### config.mk
export PLATFORM = sky130hd
export DESIGN_NAME = pipe_hazard_ctrl_flat
export DESIGN_NICKNAME = d
export VERILOG_FILES = /design/src/rtl/pipe_hazard_ctrl_if.sv /design/src/rtl/pipe_hazard_ctrl.sv /design/src/flat_wrapper.sv
export SDC_FILE = /design/constraint.sdc
export NUM_CORES = 1
export LEC_CHECK = 0
export CELL_PAD_IN_SITES_DETAIL_PLACEMENT = 1
export CELL_PAD_IN_SITES_GLOBAL_PLACEMENT = 2
export CORE_MARGIN = 5
export CORE_UTILIZATION = 31
export DETAILED_ROUTE_END_ITERATION = 8
export HOLD_SLACK_MARGIN = 0.06
export PLACE_DENSITY = 0.85
export RECOVER_POWER = 100
export SLEW_MARGIN = 15
export SYNTH_ARGS = -nofsm -noshare
export SYNTH_HDL_FRONTEND = slang
export SYNTH_SLANG_ARGS = --single-unit
### constraint.sdc
create_clock -name Clk -period 5.44 [get_ports Clk]
set_clock_uncertainty 0.05 [all_clocks]
set_input_delay 1.088 -clock Clk [delete_from_list [all_inputs] [get_ports Clk]]
set_output_delay 1.088 -clock Clk [all_outputs]
set_load 0.02 [all_outputs]
### src/rtl/pipe_hazard_ctrl_if.sv
// Hazard-controller bus for the 5-stage MIPS pipeline.
//
// Groups the decode/execute hazard inputs and the pipeline control outputs of
// pipe_hazard_ctrl. The clock and reset are not part of the bus.
//   master : pipeline side; drives the ID/EX fields and consumes the controls.
//   slave  : hazard controller; consumes the ID/EX fields and drives the controls.
//
// Signals:
//   ID_Rs, ID_Rt         rs/rt specifiers of the instruction in ID
//   ID_UsesRs, ID_UsesRt ID instruction actually reads rs/rt
//   ID_MulDiv            ID instruction is mult/multu/div/divu
//   ID_ReadsHiLo         ID instruction is mfhi/mflo
//   EX_MemRead, EX_Rt    load in EX and its destination register
//   EX_BranchTaken       branch/jump resolved taken in EX
//   PCWrite, IFIDWrite   PC and IF/ID load enables
//   IFIDFlush, IDEXFlush turn IF/ID into a NOP / insert a bubble into ID/EX
//   MDStart, MDBusy      mult/div start pulse and busy status
//   StallCount           saturating count of stall cycles
interface pipe_hazard_ctrl_if #(
  parameter int unsigned REG_ADDR_W = 5
);
  logic [REG_ADDR_W-1:0] ID_Rs;
  logic [REG_ADDR_W-1:0] ID_Rt;
  logic                  ID_UsesRs;
  logic                  ID_UsesRt;
  logic                  ID_MulDiv;
  logic                  ID_ReadsHiLo;
  logic                  EX_MemRead;
  logic [REG_ADDR_W-1:0] EX_Rt;
  logic                  EX_BranchTaken;

  logic                  PCWrite;
  logic                  IFIDWrite;
  logic                  IFIDFlush;
  logic                  IDEXFlush;
  logic                  MDStart;
  logic                  MDBusy;
  logic [31:0]           StallCount;

  modport master (
    output ID_Rs, ID_Rt, ID_UsesRs, ID_UsesRt, ID_MulDiv, ID_ReadsHiLo,
    output EX_MemRead, EX_Rt, EX_BranchTaken,
    input  PCWrite, IFIDWrite, IFIDFlush, IDEXFlush, MDStart, MDBusy, StallCount
  );

  modport slave (
    input  ID_Rs, ID_Rt, ID_UsesRs, ID_UsesRt, ID_MulDiv, ID_ReadsHiLo,
    input  EX_MemRead, EX_Rt, EX_BranchTaken,
    output PCWrite, IFIDWrite, IFIDFlush, IDEXFlush, MDStart, MDBusy, StallCount
  );
endinterface

### src/rtl/pipe_hazard_ctrl.sv
// Hazard/stall controller for the 5-stage MIPS pipeline.
//
// Produces the PC and IF/ID write enables plus the IF/ID and ID/EX flush
// controls from the load-use hazard, taken-branch resolution and the state of
// a multi-cycle mult/div unit. A taken branch wins over every stall source.
// The mult/div unit is sequenced by a two-state machine with a down-counter;
// mfhi/mflo and further mult/div instructions stall in ID while it is busy.
//
// Parameters:
//   REG_ADDR_W  register specifier width (must match the bus)
//   MD_CYCLES   mult/div busy latency in cycles, 1..63
//   CNT_W       busy-counter width, 2**CNT_W > MD_CYCLES
//
// Ports:
//   Clk    clock, all state changes on posedge
//   Reset  asynchronous active-low reset; forces every control output low
//   bus    slave side of pipe_hazard_ctrl_if (hazard inputs, control outputs)
//
// Control outputs are combinational so the PC and pipeline registers act on
// them in the same cycle; only the MD state, busy counter and StallCount are
// registered.
module pipe_hazard_ctrl #(
  parameter int unsigned REG_ADDR_W = 5,
  parameter int unsigned MD_CYCLES  = 32,
  parameter int unsigned CNT_W      = 6
) (
  input  logic                 Clk,
  input  logic                 Reset,
  pipe_hazard_ctrl_if.slave    bus
);

  typedef enum logic {
    StIdle,
    StBusy
  } md_state_e;

  localparam logic [CNT_W-1:0] CntLoad = CNT_W'(MD_CYCLES - 1);

  md_state_e        state_q;
  logic [CNT_W-1:0] cnt_q;
  logic [31:0]      stall_cnt_q;

  logic busy;
  logic rs_match;
  logic rt_match;
  logic lu;
  logic mdh;
  logic stall;
  logic md_start;

  logic pc_write;
  logic ifid_write;
  logic ifid_flush;
  logic idex_flush;

  assign busy = (state_q == StBusy);

  // A load into $zero never produces a usable value, so it never stalls.
  assign rs_match = bus.ID_UsesRs & (bus.ID_Rs == bus.EX_Rt);
  assign rt_match = bus.ID_UsesRt & (bus.ID_Rt == bus.EX_Rt);
  assign lu       = bus.EX_MemRead & (bus.EX_Rt != '0) & (rs_match | rt_match);

  // HI/LO readers and a second mult/div wait for the unit to drain.
  assign mdh = busy & (bus.ID_ReadsHiLo | bus.ID_MulDiv);

  // Stalls are only counted when no taken branch overrides them.
  assign stall = Reset & ~bus.EX_BranchTaken & (lu | mdh);

  assign md_start = Reset & bus.ID_MulDiv & (state_q == StIdle) & ~bus.EX_BranchTaken & ~lu;

  always_comb begin
    pc_write   = 1'b0;
    ifid_write = 1'b0;
    ifid_flush = 1'b0;
    idex_flush = 1'b0;
    if (Reset) begin
      if (bus.EX_BranchTaken) begin
        pc_write   = 1'b1;
        ifid_write = 1'b1;
        ifid_flush = 1'b1;
        idex_flush = 1'b1;
      end else if (lu | mdh) begin
        idex_flush = 1'b1;
      end else begin
        pc_write   = 1'b1;
        ifid_write = 1'b1;
      end
    end
  end

  // MD sequencer plus stall statistics. A taken branch does not abort a
  // running operation; only reset returns the unit to idle early.
  always_ff @(posedge Clk or negedge Reset) begin
    if (!Reset) begin
      state_q     <= StIdle;
      cnt_q       <= '0;
      stall_cnt_q <= '0;
    end else begin
      unique case (state_q)
        StIdle: begin
          if (md_start) begin
            state_q <= StBusy;
            cnt_q   <= CntLoad;
          end
        end
        StBusy: begin
          if (cnt_q == '0) begin
            state_q <= StIdle;
          end else begin
            cnt_q <= cnt_q - 1'b1;
          end
        end
        default: begin
          state_q <= StIdle;
          cnt_q   <= '0;
        end
      endcase

      if (stall && (stall_cnt_q != 32'hFFFF_FFFF)) begin
        stall_cnt_q <= stall_cnt_q + 32'd1;
      end
    end
  end

  assign bus.PCWrite    = pc_write;
  assign bus.IFIDWrite  = ifid_write;
  assign bus.IFIDFlush  = ifid_flush;
  assign bus.IDEXFlush  = idex_flush;
  assign bus.MDStart    = md_start;
  assign bus.MDBusy     = Reset & busy;
  assign bus.StallCount = stall_cnt_q;

endmodule

### src/flat_wrapper.sv
// flat-port wrapper written by rule: the top's interface ports become plain ports
module pipe_hazard_ctrl_flat 
#(
  parameter int unsigned REG_ADDR_W = 5,
  parameter int unsigned MD_CYCLES  = 32,
  parameter int unsigned CNT_W      = 6
)
  (Clk, Reset, bus_ID_Rs, bus_ID_Rt, bus_ID_UsesRs, bus_ID_UsesRt, bus_ID_MulDiv, bus_ID_ReadsHiLo, bus_EX_MemRead, bus_EX_Rt, bus_EX_BranchTaken, bus_PCWrite, bus_IFIDWrite, bus_IFIDFlush, bus_IDEXFlush, bus_MDStart, bus_MDBusy, bus_StallCount);
  pipe_hazard_ctrl_if #(.REG_ADDR_W(REG_ADDR_W)) bus_i ();
  input  logic Clk;
  input  logic Reset;
  input wire logic [$bits(bus_i.ID_Rs)-1:0] bus_ID_Rs;
  input wire logic [$bits(bus_i.ID_Rt)-1:0] bus_ID_Rt;
  input wire logic [$bits(bus_i.ID_UsesRs)-1:0] bus_ID_UsesRs;
  input wire logic [$bits(bus_i.ID_UsesRt)-1:0] bus_ID_UsesRt;
  input wire logic [$bits(bus_i.ID_MulDiv)-1:0] bus_ID_MulDiv;
  input wire logic [$bits(bus_i.ID_ReadsHiLo)-1:0] bus_ID_ReadsHiLo;
  input wire logic [$bits(bus_i.EX_MemRead)-1:0] bus_EX_MemRead;
  input wire logic [$bits(bus_i.EX_Rt)-1:0] bus_EX_Rt;
  input wire logic [$bits(bus_i.EX_BranchTaken)-1:0] bus_EX_BranchTaken;
  output wire logic [$bits(bus_i.PCWrite)-1:0] bus_PCWrite;
  output wire logic [$bits(bus_i.IFIDWrite)-1:0] bus_IFIDWrite;
  output wire logic [$bits(bus_i.IFIDFlush)-1:0] bus_IFIDFlush;
  output wire logic [$bits(bus_i.IDEXFlush)-1:0] bus_IDEXFlush;
  output wire logic [$bits(bus_i.MDStart)-1:0] bus_MDStart;
  output wire logic [$bits(bus_i.MDBusy)-1:0] bus_MDBusy;
  output wire logic [$bits(bus_i.StallCount)-1:0] bus_StallCount;
  assign bus_i.ID_Rs = bus_ID_Rs;
  assign bus_i.ID_Rt = bus_ID_Rt;
  assign bus_i.ID_UsesRs = bus_ID_UsesRs;
  assign bus_i.ID_UsesRt = bus_ID_UsesRt;
  assign bus_i.ID_MulDiv = bus_ID_MulDiv;
  assign bus_i.ID_ReadsHiLo = bus_ID_ReadsHiLo;
  assign bus_i.EX_MemRead = bus_EX_MemRead;
  assign bus_i.EX_Rt = bus_EX_Rt;
  assign bus_i.EX_BranchTaken = bus_EX_BranchTaken;
  assign bus_PCWrite = bus_i.PCWrite;
  assign bus_IFIDWrite = bus_i.IFIDWrite;
  assign bus_IFIDFlush = bus_i.IFIDFlush;
  assign bus_IDEXFlush = bus_i.IDEXFlush;
  assign bus_MDStart = bus_i.MDStart;
  assign bus_MDBusy = bus_i.MDBusy;
  assign bus_StallCount = bus_i.StallCount;
  pipe_hazard_ctrl #(.REG_ADDR_W(REG_ADDR_W), .MD_CYCLES(MD_CYCLES), .CNT_W(CNT_W)) u_core (.Clk(Clk), .Reset(Reset), .bus(bus_i));
endmodule
==> metrics.cfg, run 1 <==
[yosys]
syn_nets=240
async_reset_ff_share_pct=100
yosysTopAreaCell=dfrtp_1
ys.flop_type=dfrtp_1
synth_seq_area_share_pct=45.0
yosys.area_share.simple_pct=26.2
synth_top_area_share_pct=45.0
ys_top_cells_by_area=dfrtp_1 45%, xnor2_1 8.9%, xor2_1 8.9%
synth_xor_area_share_pct=17.8
synth_edf_count=0
syn_inst=215
synthAdderAreaFrac_pct=1.15
muxShareOfSynthArea_pct=1.04
yosysWarningCount=0
syn_area_sq_um=2170
syn_avg_cell_area_sq_um=10.1
synth_top_family_by_area=simple AND/OR/NAND/NOR gates
synth_compound_area_share_pct=5.94
ys_seq_elements=39
synth_cell_type_count=40

[timing]
worstMarginPinSlew_ns=1.02
setup_viol=0
fin_crit_sh_pct=87.8
max_slew_margin_pct=31.6
grt_setup_unrepaired=no
maxClockFrequency_ghz=0.209
tns_ns=0
min_period_ns=4.77
slew_violations=0
hold_viol=0

[hold_path]
hp-class=reg2reg

[clock_tree]
cts_sinks=39
cts_buffers=5
clk_latency_ns=0.30
path_clk_slew_ns=0.07
cts-htree-levels=2
post_cts_buffers=0
clock-root-buffer=clkbuf_8
clk_path_buf_depth=2
cts_hold_buf=0
tritoncts=built
ctsResizeCount=0

[route]
vias=1771
routed_via_density=4.72
ant_nets=0
wire_per_inst_microns=14.9
drt-total-wl_mm=5.59
drt-initial-drc-count=35
drt-pass1-iter-count=4
drc=0

[place]
port_buffers=60
dp_hpwl_mm=4.32
place_inst=368
place.gp.congestion=0.760

[die]
floorplan.rows=30
ios=61
die_w_microns=93.7
die_h_microns=93.7
start_util_pct=32.0
dieArea_sq_um=8780
core_area_sq_um=6790

[finish]
area_growth_pct=32.3
drive_gt1_share_pct=3.94
final-instance-count-excl-fill=375
nNetsFinal=304
diodes=0

[power_and_ir_drop]
leakage_nw=1.31
p_seq_share_pct=49.8
p_per_area_nw_per_um2=229
p_sw_mw=0.189
comb_power_share_pct=19.3
p_clk_share_pct=30.9
power.internal_mw=0.468
switching_share_pct=28.8
peakVddDrop_mv=0.126

[worst_setup_path]
cp-start-kind=primary input
critPathMaxFanout=6
crit_type=in2out
endpoint_kind=primary output
required_ns=4.30
cp.arrival_ns=3.64

[grt]
first_global_vias=1890
grt.overflow.total=0
antenna_found_initial=0
grt_first_pass_wirelength_mm=9.60
grt_max_degree=36
grt_util_all_layers_pct=13.8

[job]
cap_violations=0

[run_status]
outcome=finished clean

[state kept, by name (all words and copies together), names as in the netlist]
register               count
u_core.bus.StallCount     32
u_core.cnt_q               6
u_core.busy                1
[layout by cell type (no fill, tap or decap), drive strengths merged]
| cell | n |
|---|---|
| a21boi | 1 |
| a21oi | 1 |
| a2bb2oi | 3 |
| a31oi | 1 |
| and2 | 4 |
| and3 | 3 |
| and4 | 5 |
| buf | 1 |
| clkbuf | 7 |
| clkdlybuf4s50 | 21 |
| clkinv | 1 |
| dfrtp | 39 |
| dlygate4sd3 | 38 |
| ha | 2 |
| inv | 7 |
| mux2 | 2 |
| nand2 | 22 |
| nand2b | 3 |
| nand3 | 17 |
| nand3b | 1 |
| nand4 | 6 |
| nor2 | 17 |
| nor3 | 18 |
| nor3b | 1 |
| nor4 | 2 |
| o21a | 2 |
| o21ai | 6 |
| o221ai | 1 |
| o22a | 1 |
| o31ai | 1 |
| or4 | 1 |
| xnor2 | 22 |
| xor2 | 22 |
[cell families (layout without fill, tap and decap cells)]
family,after synthesis,after routing
AND/OR/NAND/NOR,100,100
XOR/XNOR,44,44
flip-flops,39,39
AO/OA/AOI/OAI,17,17
buffers and inverters,11,75
adder cells (fa/ha/maj),2,2
multiplexers,2,2
[synthesized netlist by cell type, types with 2 or more instances]
cell	n
a2bb2oi_1	3
and2_1	4
and3_1	3
and4_1	5
dfrtp_1	39
ha_1	2
inv_1	7
nand2_1	22
nand2b_1	2
nand3_1	16
nand4_1	5
nor2_1	17
nor3_1	11
nor3_2	7
o21a_1	2
o21ai_0	4
xnor2_1	22
xor2_1	22
[power by group through the flow]
stage / Combinational (mW) / Clock (mW) / Sequential, mW
2_1_floorplan: 0.0472 / 0 / 0.352
3_3_place_gp: 0.137 / 0 / 0.333
3_5_place_dp: 0.140 / 0 / 0.334
4_1_cts: 0.140 / 0.212 / 0.329
5_1_grt: 0.141 / 0.223 / 0.331
6_report: 0.127 / 0.203 / 0.327
[layout make-up]
| class | instances | area [sq um] |
|---|---|---|
| timing repair buffer | 61 | 602 |
| tap | 96 | 120 |
| clock buffer | 6 | 82.6 |
| clock inverter | 1 | 5.00 |
| multi-input combinational | 165 | 1060 |
| inverter | 7 | 26.3 |
| fill | 791 | 3920 |
| sequential | 39 | 976 |
[layer usage]
layer,part of all wire (%),routed length [microns],track usage [%],vias to the layer above
met4,1.4,78,4.33,0
met5,0,0,0,-
li1,-,-,-,867
met1,47,2630,18.9,865
met3,3.3,183,2.72,8
met2,48,2700,21.8,31
[through the flow]
step / utilization (%) / hold WS (ns) / cell area [sq um] / setup WS [ns] / power [mW]
after floorplan: - / 0.474 / 2170 / 1.50 / 0.399
after global placement: 42.0 / 0.429 / 2860 / 0.869 / 0.470
after detailed placement: 42.0 / 0.430 / 2860 / 0.789 / 0.474
after CTS: 43.3 / 0.447 / 2940 / 0.776 / 0.680
after global routing: 42.3 / 0.465 / 2870 / 0.380 / 0.695
final: 42.3 / 0.432 / 2870 / 0.666 / 0.657
[critical path: stages]
cell             delay [ns]
clkdlybuf4s50_1        0.47
or4_1                  0.54
o21ai_0                0.30
o21ai_1                0.21
a21boi_0               0.30
dlygate4sd3_1          0.73
[path summary, 6_finish.rpt]
path	slack, ns	from	cells after the start	endpoint
max	0.67	bus_EX_Rt[1]	6	bus_IFIDWrite
min	0.43	u_core.bus.StallCount[20]	1	u_core.bus.StallCount[20]
max reg2reg	2.71	u_core.bus.StallCount[5]	6	u_core.bus.StallCount[28]
min reg2reg	0.43	u_core.bus.StallCount[20]	1	u_core.bus.StallCount[20]
max in group asynchronous	3.85	Reset	2	u_core.bus.StallCount[16]
min in group asynchronous	0.67	Reset	1	u_core.bus.StallCount[27]
No activity file was read; power rests on OpenSTA's default activity.
==> run 2, diff against run 1 <==
--- a/config.mk
+++ b/config.mk
@@ -5,14 +5,16 @@
 export SDC_FILE = /design/constraint.sdc
 export NUM_CORES = 1
 export LEC_CHECK = 0
+export ABC_AREA = 1
 export CELL_PAD_IN_SITES_DETAIL_PLACEMENT = 1
 export CELL_PAD_IN_SITES_GLOBAL_PLACEMENT = 2
 export CORE_MARGIN = 5
-export CORE_UTILIZATION = 31
+export CORE_UTILIZATION = 29
 export DETAILED_ROUTE_END_ITERATION = 8
 export HOLD_SLACK_MARGIN = 0.06
-export PLACE_DENSITY = 0.85
+export PLACE_DENSITY = 0.86
 export RECOVER_POWER = 100
+export SKIP_LAST_GASP = 1
 export SLEW_MARGIN = 15
 export SYNTH_ARGS = -nofsm -noshare
 export SYNTH_HDL_FRONTEND = slang
==> metrics.cfg, run 2 <==
[run_status]
outcome=finished, violations left
violations=capacitance limit, slew limit

[die]
die_w_microns=111  ; +18%
ios=61  ; unchanged
dieArea_sq_um=12200  ; +39%
die_h_microns=111  ; +18%
core_area_sq_um=9820  ; +45%
floorplan.rows=36  ; +20%
start_util_pct=29.9  ; -2.0 points

[finish]
multi_input_area_sq_um=1640  ; +54%
area_growth_pct=25.8
num-fill-cells=1340  ; +69%
final_util_pct=37.6  ; -4.7 points
final-instance-count-excl-fill=651  ; +74%
nNetsFinal=542  ; +78%
largest_register_ff_count=32  ; unchanged
drive_gt1_share_pct=4.83  ; +0.88 points
mostFrequentLayoutCells=188 x nand2_1, 54 x inv_1, 54 x nor2_1
final_common_cell=nand2_1
diodes=0  ; unchanged
regArea_sq_um=976  ; unchanged

[place]
dp_hpwl_mm=6.80  ; +57%
place_inst=643  ; +75%
place.gp.congestion=0.834  ; +9.7%
port_buffers=60  ; unchanged

[route]
wire_per_inst_microns=13.7  ; -7.8%
drc=0  ; unchanged
drt-pass1-iter-count=4  ; unchanged
ant_nets=0  ; unchanged
routed_via_density=4.71  ; -0.34%
drt-initial-drc-count=128  ; +270%
vias=3064  ; +73%
drt-total-wl_mm=8.95  ; +60%

[hold_path]
hold_depth=2  ; +1
hp-class=reg2reg
hold_start=u_core.bus.StallCount[24]
whs_endpoint=u_core.bus.StallCount[24]

[yosys]
syn_avg_cell_area_sq_um=6.36  ; -37%
ys.flop_type=dfrtp_1
synth_cell_type_count=29  ; -28%
ys_seq_elements=39  ; unchanged
syn_area_sq_um=2940  ; +35%
syn_inst=462  ; +110%
yosysTopAreaCell=dfrtp_1
synth_top_area_share_pct=33.2  ; -12 points
synth_edf_count=0  ; unchanged
synth_seq_area_share_pct=33.2  ; -12 points
muxShareOfSynthArea_pct=0  ; -1.0 points
yosysWarningCount=0  ; unchanged
synth_compound_area_share_pct=1.15  ; -4.8 points
ys_top_cells_by_area=dfrtp_1 33%, nand2_1 24%, nand4_1 7.5%
syn_nets=487  ; +100%
async_reset_ff_share_pct=100  ; unchanged
yosysMostFrequentCell=nand2_1
synthAdderAreaFrac_pct=0.852  ; -0.30 points
synth_xor_area_share_pct=3.88  ; -14 points
synthTopCellsByCount=187 x nand2_1, 55 x nor2_1, 54 x inv_1
synth_top_family_by_area=simple AND/OR/NAND/NOR gates
yosys.area_share.simple_pct=50.3  ; +24 points

[worst_setup_path]
cp.arrival_ns=3.17  ; -0.47 ns
worst-r2r-setup-slack_ns=2.89  ; +0.18 ns
r2r-start=u_core.bus.StallCount[0]
reg2regPathDepth=9  ; +3
worstReg2RegEnd=u_core.bus.StallCount[9]
required_ns=4.30  ; about the same
endpoint_kind=primary output
critPathMaxFanout=8  ; +2
crit_type=in2out
cp-start-kind=primary input

[timing]
setup_viol=0  ; unchanged
hold_ws_ns=0.484  ; +0.0515 ns
grt_setup_unrepaired=no
slew_violations=36  ; +36
min_period_ns=4.31  ; -0.462 ns
worstMarginPinSlew_ns=2.00  ; +0.981 ns
max_slew_margin_pct=-33.6  ; -65 points
fin_crit_sh_pct=79.3  ; -8.5 points
tns_ns=0  ; unchanged
maxClockFrequency_ghz=0.232  ; +11%
hold_viol=0  ; unchanged

[clock_tree]
clk_latency_ns=0.31  ; about the same
cts_sinks=39  ; unchanged
clock-root-buffer=clkbuf_8
path_clk_slew_ns=0.09  ; +0.02 ns
tritoncts=built
post_cts_buffers=0  ; unchanged
clk_path_buf_depth=2  ; unchanged
cts-htree-levels=2  ; unchanged
cts_buffers=5  ; unchanged
ctsResizeCount=0  ; unchanged
cts_hold_buf=0  ; unchanged

[grt]
grt_util_all_layers_pct=15.3  ; +1.5 points
grt_use_met3_pct=2.95  ; +0.23 points
antenna_found_initial=0  ; unchanged
met2_usage_pct=26.2  ; +4.4 points
grt_max_degree=47  ; +31%
grt_first_pass_wirelength_mm=15.6  ; +63%
grt.overflow.total=0  ; unchanged
first_global_vias=3177  ; +68%
met1_usage_pct=19.2  ; +0.37 points
busiest_layer=met2

[power_and_ir_drop]
p_per_area_nw_per_um2=245  ; +7.0%
peakVddDrop_mv=0.107  ; -15%
leakage_nw=1.92  ; +46%

[job]
cap_violations=1  ; +1

-- run 2: cell count changes in the layout (fill, tap and decap cells not counted), moves of 7 or more --
cell,delta
inv_1,+47
nand2_1,+166
nand3_1,+11
nand3b_1,+7
nand4_1,+30
nor2_1,+37
nor3_1,-15
xnor2_1,-18
xor2_1,-13
-- run 2: through the flow --
step                power, mW  cell area, sq um  worst slack [ns]
finish                  0.904              3690              1.13
global route            0.977              3690             0.929
CTS                     0.937              3720              1.26
detailed placement      0.724              3630              1.26
global placement        0.714              3630              1.29
floorplan               0.609              2940              1.71
-- run 2: layer usage --
layer / part of all wire [%] / wire length, microns
met1: 47 / 4210
met2: 48 / 4300
met3: 3.2 / 289
met4: 1.6 / 145
met5: 0 / 0
-- run 2: worst max-delay path by stage --
| stage | cells past startpoint | startpoint | slack, ns | to |
|---|---|---|---|---|
| after global placement | 9 | bus_EX_Rt[2] | 1.29 | bus_MDStart |
| after detailed placement | 9 | bus_EX_Rt[1] | 1.26 | bus_MDStart |
| after floorplan | 9 | bus_EX_Rt[3] | 1.71 | bus_PCWrite |
| after global routing | 9 | bus_EX_Rt[2] | 0.93 | bus_PCWrite |
| after CTS | 9 | bus_EX_Rt[1] | 1.26 | bus_MDStart |
| final | 9 | bus_EX_Rt[2] | 1.13 | bus_MDStart |
-- run 2: critical path, cell delays in order --
cell and delay, ns:
dlygate4sd3_1 0.57, inv_1 0.10, nand4_1 0.10, o21ai_0 0.17
inv_1 0.06, nand2_1 0.08, nand3_1 0.23, inv_1 0.10
dlygate4sd3_1 0.68
-- run 2: cell families (layout without fill, tap and decap cells) --
family | Yosys count | after routing
and+or+nand+nor | 329 | 329
buffers and inverters | 73 | 129
DFF | 39 | 39
xor gates and xnor gates | 13 | 13
AOI/OAI and AO/OA | 6 | 6
adders and majority gates | 2 | 2
-- run 2: power breakdown --
part           switching (mW)  internal [mW]  total, mW
logic                   0.201          0.117      0.318
registers              0.0497          0.330      0.380
clock network           0.116         0.0899      0.206
-- run 2: layout make-up --
| class | count | area share, % |
|---|---|---|
| flip-flops and latches | 39 | 26.4 |
| multi-input cells | 350 | 44.3 |
| well taps | 133 | 4.50 |
| clock buffers | 6 | 1.96 |
| repair buffers | 63 | 16.6 |
| clock inverters | 2 | 0.339 |
| inverters | 58 | 5.89 |
==> run 3, diff against run 2 <==
--- a/config.mk
+++ b/config.mk
@@ -9,10 +9,10 @@
 export CELL_PAD_IN_SITES_DETAIL_PLACEMENT = 1
 export CELL_PAD_IN_SITES_GLOBAL_PLACEMENT = 2
 export CORE_MARGIN = 5
-export CORE_UTILIZATION = 29
+export CORE_UTILIZATION = 27
 export DETAILED_ROUTE_END_ITERATION = 8
 export HOLD_SLACK_MARGIN = 0.06
-export PLACE_DENSITY = 0.86
+export PLACE_DENSITY = 0.81
 export RECOVER_POWER = 100
 export SKIP_LAST_GASP = 1
 export SLEW_MARGIN = 15
==> constraint.sdc (replaced) <==
create_clock -name Clk -period 4.1 [get_ports Clk]
set_clock_uncertainty 0.05 [all_clocks]
set_input_delay 0.82 -clock Clk [delete_from_list [all_inputs] [get_ports Clk]]
set_output_delay 0.82 -clock Clk [all_outputs]
set_load 0.02 [all_outputs]
==> metrics.cfg, run 3 (synthesis gave the netlist of run 2 again) <==
[clock_tree]
clk_latency_ns=0.30  ; about the same
cts_buffers=5  ; unchanged
post_cts_buffers=0  ; unchanged
cts-htree-levels=2  ; unchanged
clock-root-buffer=clkbuf_8
path_clk_slew_ns=0.07  ; -0.02 ns
tritoncts=built
cts_hold_buf=0  ; unchanged
cts_sinks=39  ; unchanged
clk_path_buf_depth=2  ; unchanged
ctsResizeCount=0  ; unchanged

[worst_setup_path]
r2r-start=u_core.busy
critPathMaxFanout=4  ; -4
crit_family=buffers and inverters
cp.arrival_ns=2.87  ; -0.30 ns
crit_path_frequent_cell=nand2_1
path_cells=dlygate4sd3_1, inv_1, nand2_1, nand2_1, nor2_1, nand3_1, nand2_1, nand2_1, nand2_1, o21ai_0, clkdlybuf4s50_1
crit_type=in2out
required_ns=3.23  ; -1.07 ns
cp-start-kind=primary input
crit_buf_inv=3  ; -2
crit_path_top_delay_cell=clkdlybuf4s50_1
reg2regPathDepth=6  ; -3
endpoint_kind=primary output
slowest_delay_ns=0.67  ; about the same
worstReg2RegEnd=u_core.bus.StallCount[15]
worst-r2r-setup-slack_ns=1.50  ; -1.39 ns

[die]
floorplan.rows=38  ; +5.6%
start_util_pct=27.3  ; -2.6 points
die_h_microns=114  ; +3.3%
dieArea_sq_um=13100  ; +6.7%
ios=61  ; unchanged
core_area_sq_um=10700  ; +9.4%
die_w_microns=114  ; +3.3%

[timing]
worstMarginPinSlew_ns=2.26  ; +0.256 ns
grt_setup_unrepaired=no
maxClockFrequency_ghz=0.267
setup_viol=0  ; unchanged
slew_violations=40  ; +11%
fin_crit_sh_pct=91.3
hold_viol=0  ; unchanged
max_slew_margin_pct=-50.6  ; -17 points
tns_ns=0  ; unchanged
layout_setup_ws_ns=0.358  ; -0.770 ns
min_period_ns=3.74

[run_status]
outcome=finished, violations left
violations=capacitance limit, slew limit

[route]
wire_per_inst_microns=13.8  ; +0.43%
routed_via_density=4.63  ; -1.5%
drt-pass1-iter-count=4  ; unchanged
ant_nets=0  ; unchanged
vias=3049  ; -0.49%
drt-total-wl_mm=9.08  ; +1.5%
drc=0  ; unchanged
drt-initial-drc-count=105  ; -18%

[hold_path]
hold_start=u_core.bus.StallCount[24]
whs_endpoint=u_core.bus.StallCount[24]
hp-class=reg2reg
hold_depth=2  ; unchanged

[power_and_ir_drop]
leakage_nw=1.92  ; +0.39%
peakVddDrop_mv=0.138  ; +29%
p_per_area_nw_per_um2=325  ; +33%

[finish]
drive_gt1_share_pct=5.02  ; +0.19 points
area_growth_pct=26.6
mostFrequentLayoutCells=188 x nand2_1, 55 x inv_1, 54 x nor2_1
final_common_cell=nand2_1
final-instance-count-excl-fill=658  ; +1.1%
largest_register_ff_count=32  ; unchanged
diodes=0  ; unchanged
nNetsFinal=543  ; +0.18%

[grt]
grt_max_degree=47  ; unchanged
grt_util_all_layers_pct=14.4  ; -0.83 points
met2_usage_pct=24.5  ; -1.7 points
grt_first_pass_wirelength_mm=15.5  ; -1.2%
busiest_layer=met2
first_global_vias=3073  ; -3.3%
grt.overflow.total=0  ; unchanged
antenna_found_initial=0  ; unchanged
met1_usage_pct=19.6  ; +0.35 points
grt_use_met3_pct=2.01  ; -0.95 points

[job]
cap_violations=1  ; unchanged

[place]
place_inst=651  ; +1.2%
pre_cts_ws_ns=0.437  ; -0.820 ns
port_buffers=60  ; unchanged
place.gp.congestion=0.803  ; -3.6%
dp_hpwl_mm=6.94  ; +2.1%

run 3: worst max path at each step:
stage                  end          from  slack, ns  cells after the start
2_1_floorplan  bus_PCWrite  bus_EX_Rt[3]       0.91                      9
3_3_place_gp   bus_PCWrite  bus_EX_Rt[3]       0.53                      9
3_5_place_dp   bus_PCWrite  bus_EX_Rt[3]       0.44                      9
4_1_cts        bus_PCWrite  bus_EX_Rt[3]       0.44                      9
5_1_grt        bus_PCWrite  bus_EX_Rt[4]       0.17                     11
6_report       bus_PCWrite  bus_EX_Rt[4]       0.36                     11
run 3: report_power, final:
part	internal, mW	total (mW)	switching (mW)
Clock	0.132	0.277	0.144
Sequential	0.438	0.503	0.0649
Combinational	0.155	0.429	0.274
run 3: worst min-delay path: stages, from the launching register on:
cell and delay [ns]:
dfrtp_1 0.39, nand2_1 0.07, nand2_1 0.04
run 3: layout make-up:
class	instances	area, sq um
Inverter	58	218
Sequential cell	39	976
Clock buffer	6	82.6
Multi-Input combinational cell	350	1650
Timing Repair Buffer	64	614
Fill cell	1395	7030
Clock inverter	1	5.00
Tap cell	140	175
run 3: per-stage QoR:
step / hold slack [ns] / instance area (sq um) / power, mW / util, %
after floorplan: 0.441 / 2940 / 0.809 / -
after global placement: 0.460 / 3650 / 0.946 / 34.0
after detailed placement: 0.468 / 3650 / 0.966 / 34.0
after CTS: 0.491 / 3740 / 1.25 / 34.8
after global routing: 0.518 / 3720 / 1.29 / 34.6
final: 0.477 / 3720 / 1.21 / 34.6
run 3: per-layer routing:
layer	vias up	wire length [microns]
li1	1555	-
met1	1461	4300
met2	27	4490
met3	6	212
met4	0	80
met5	-	0
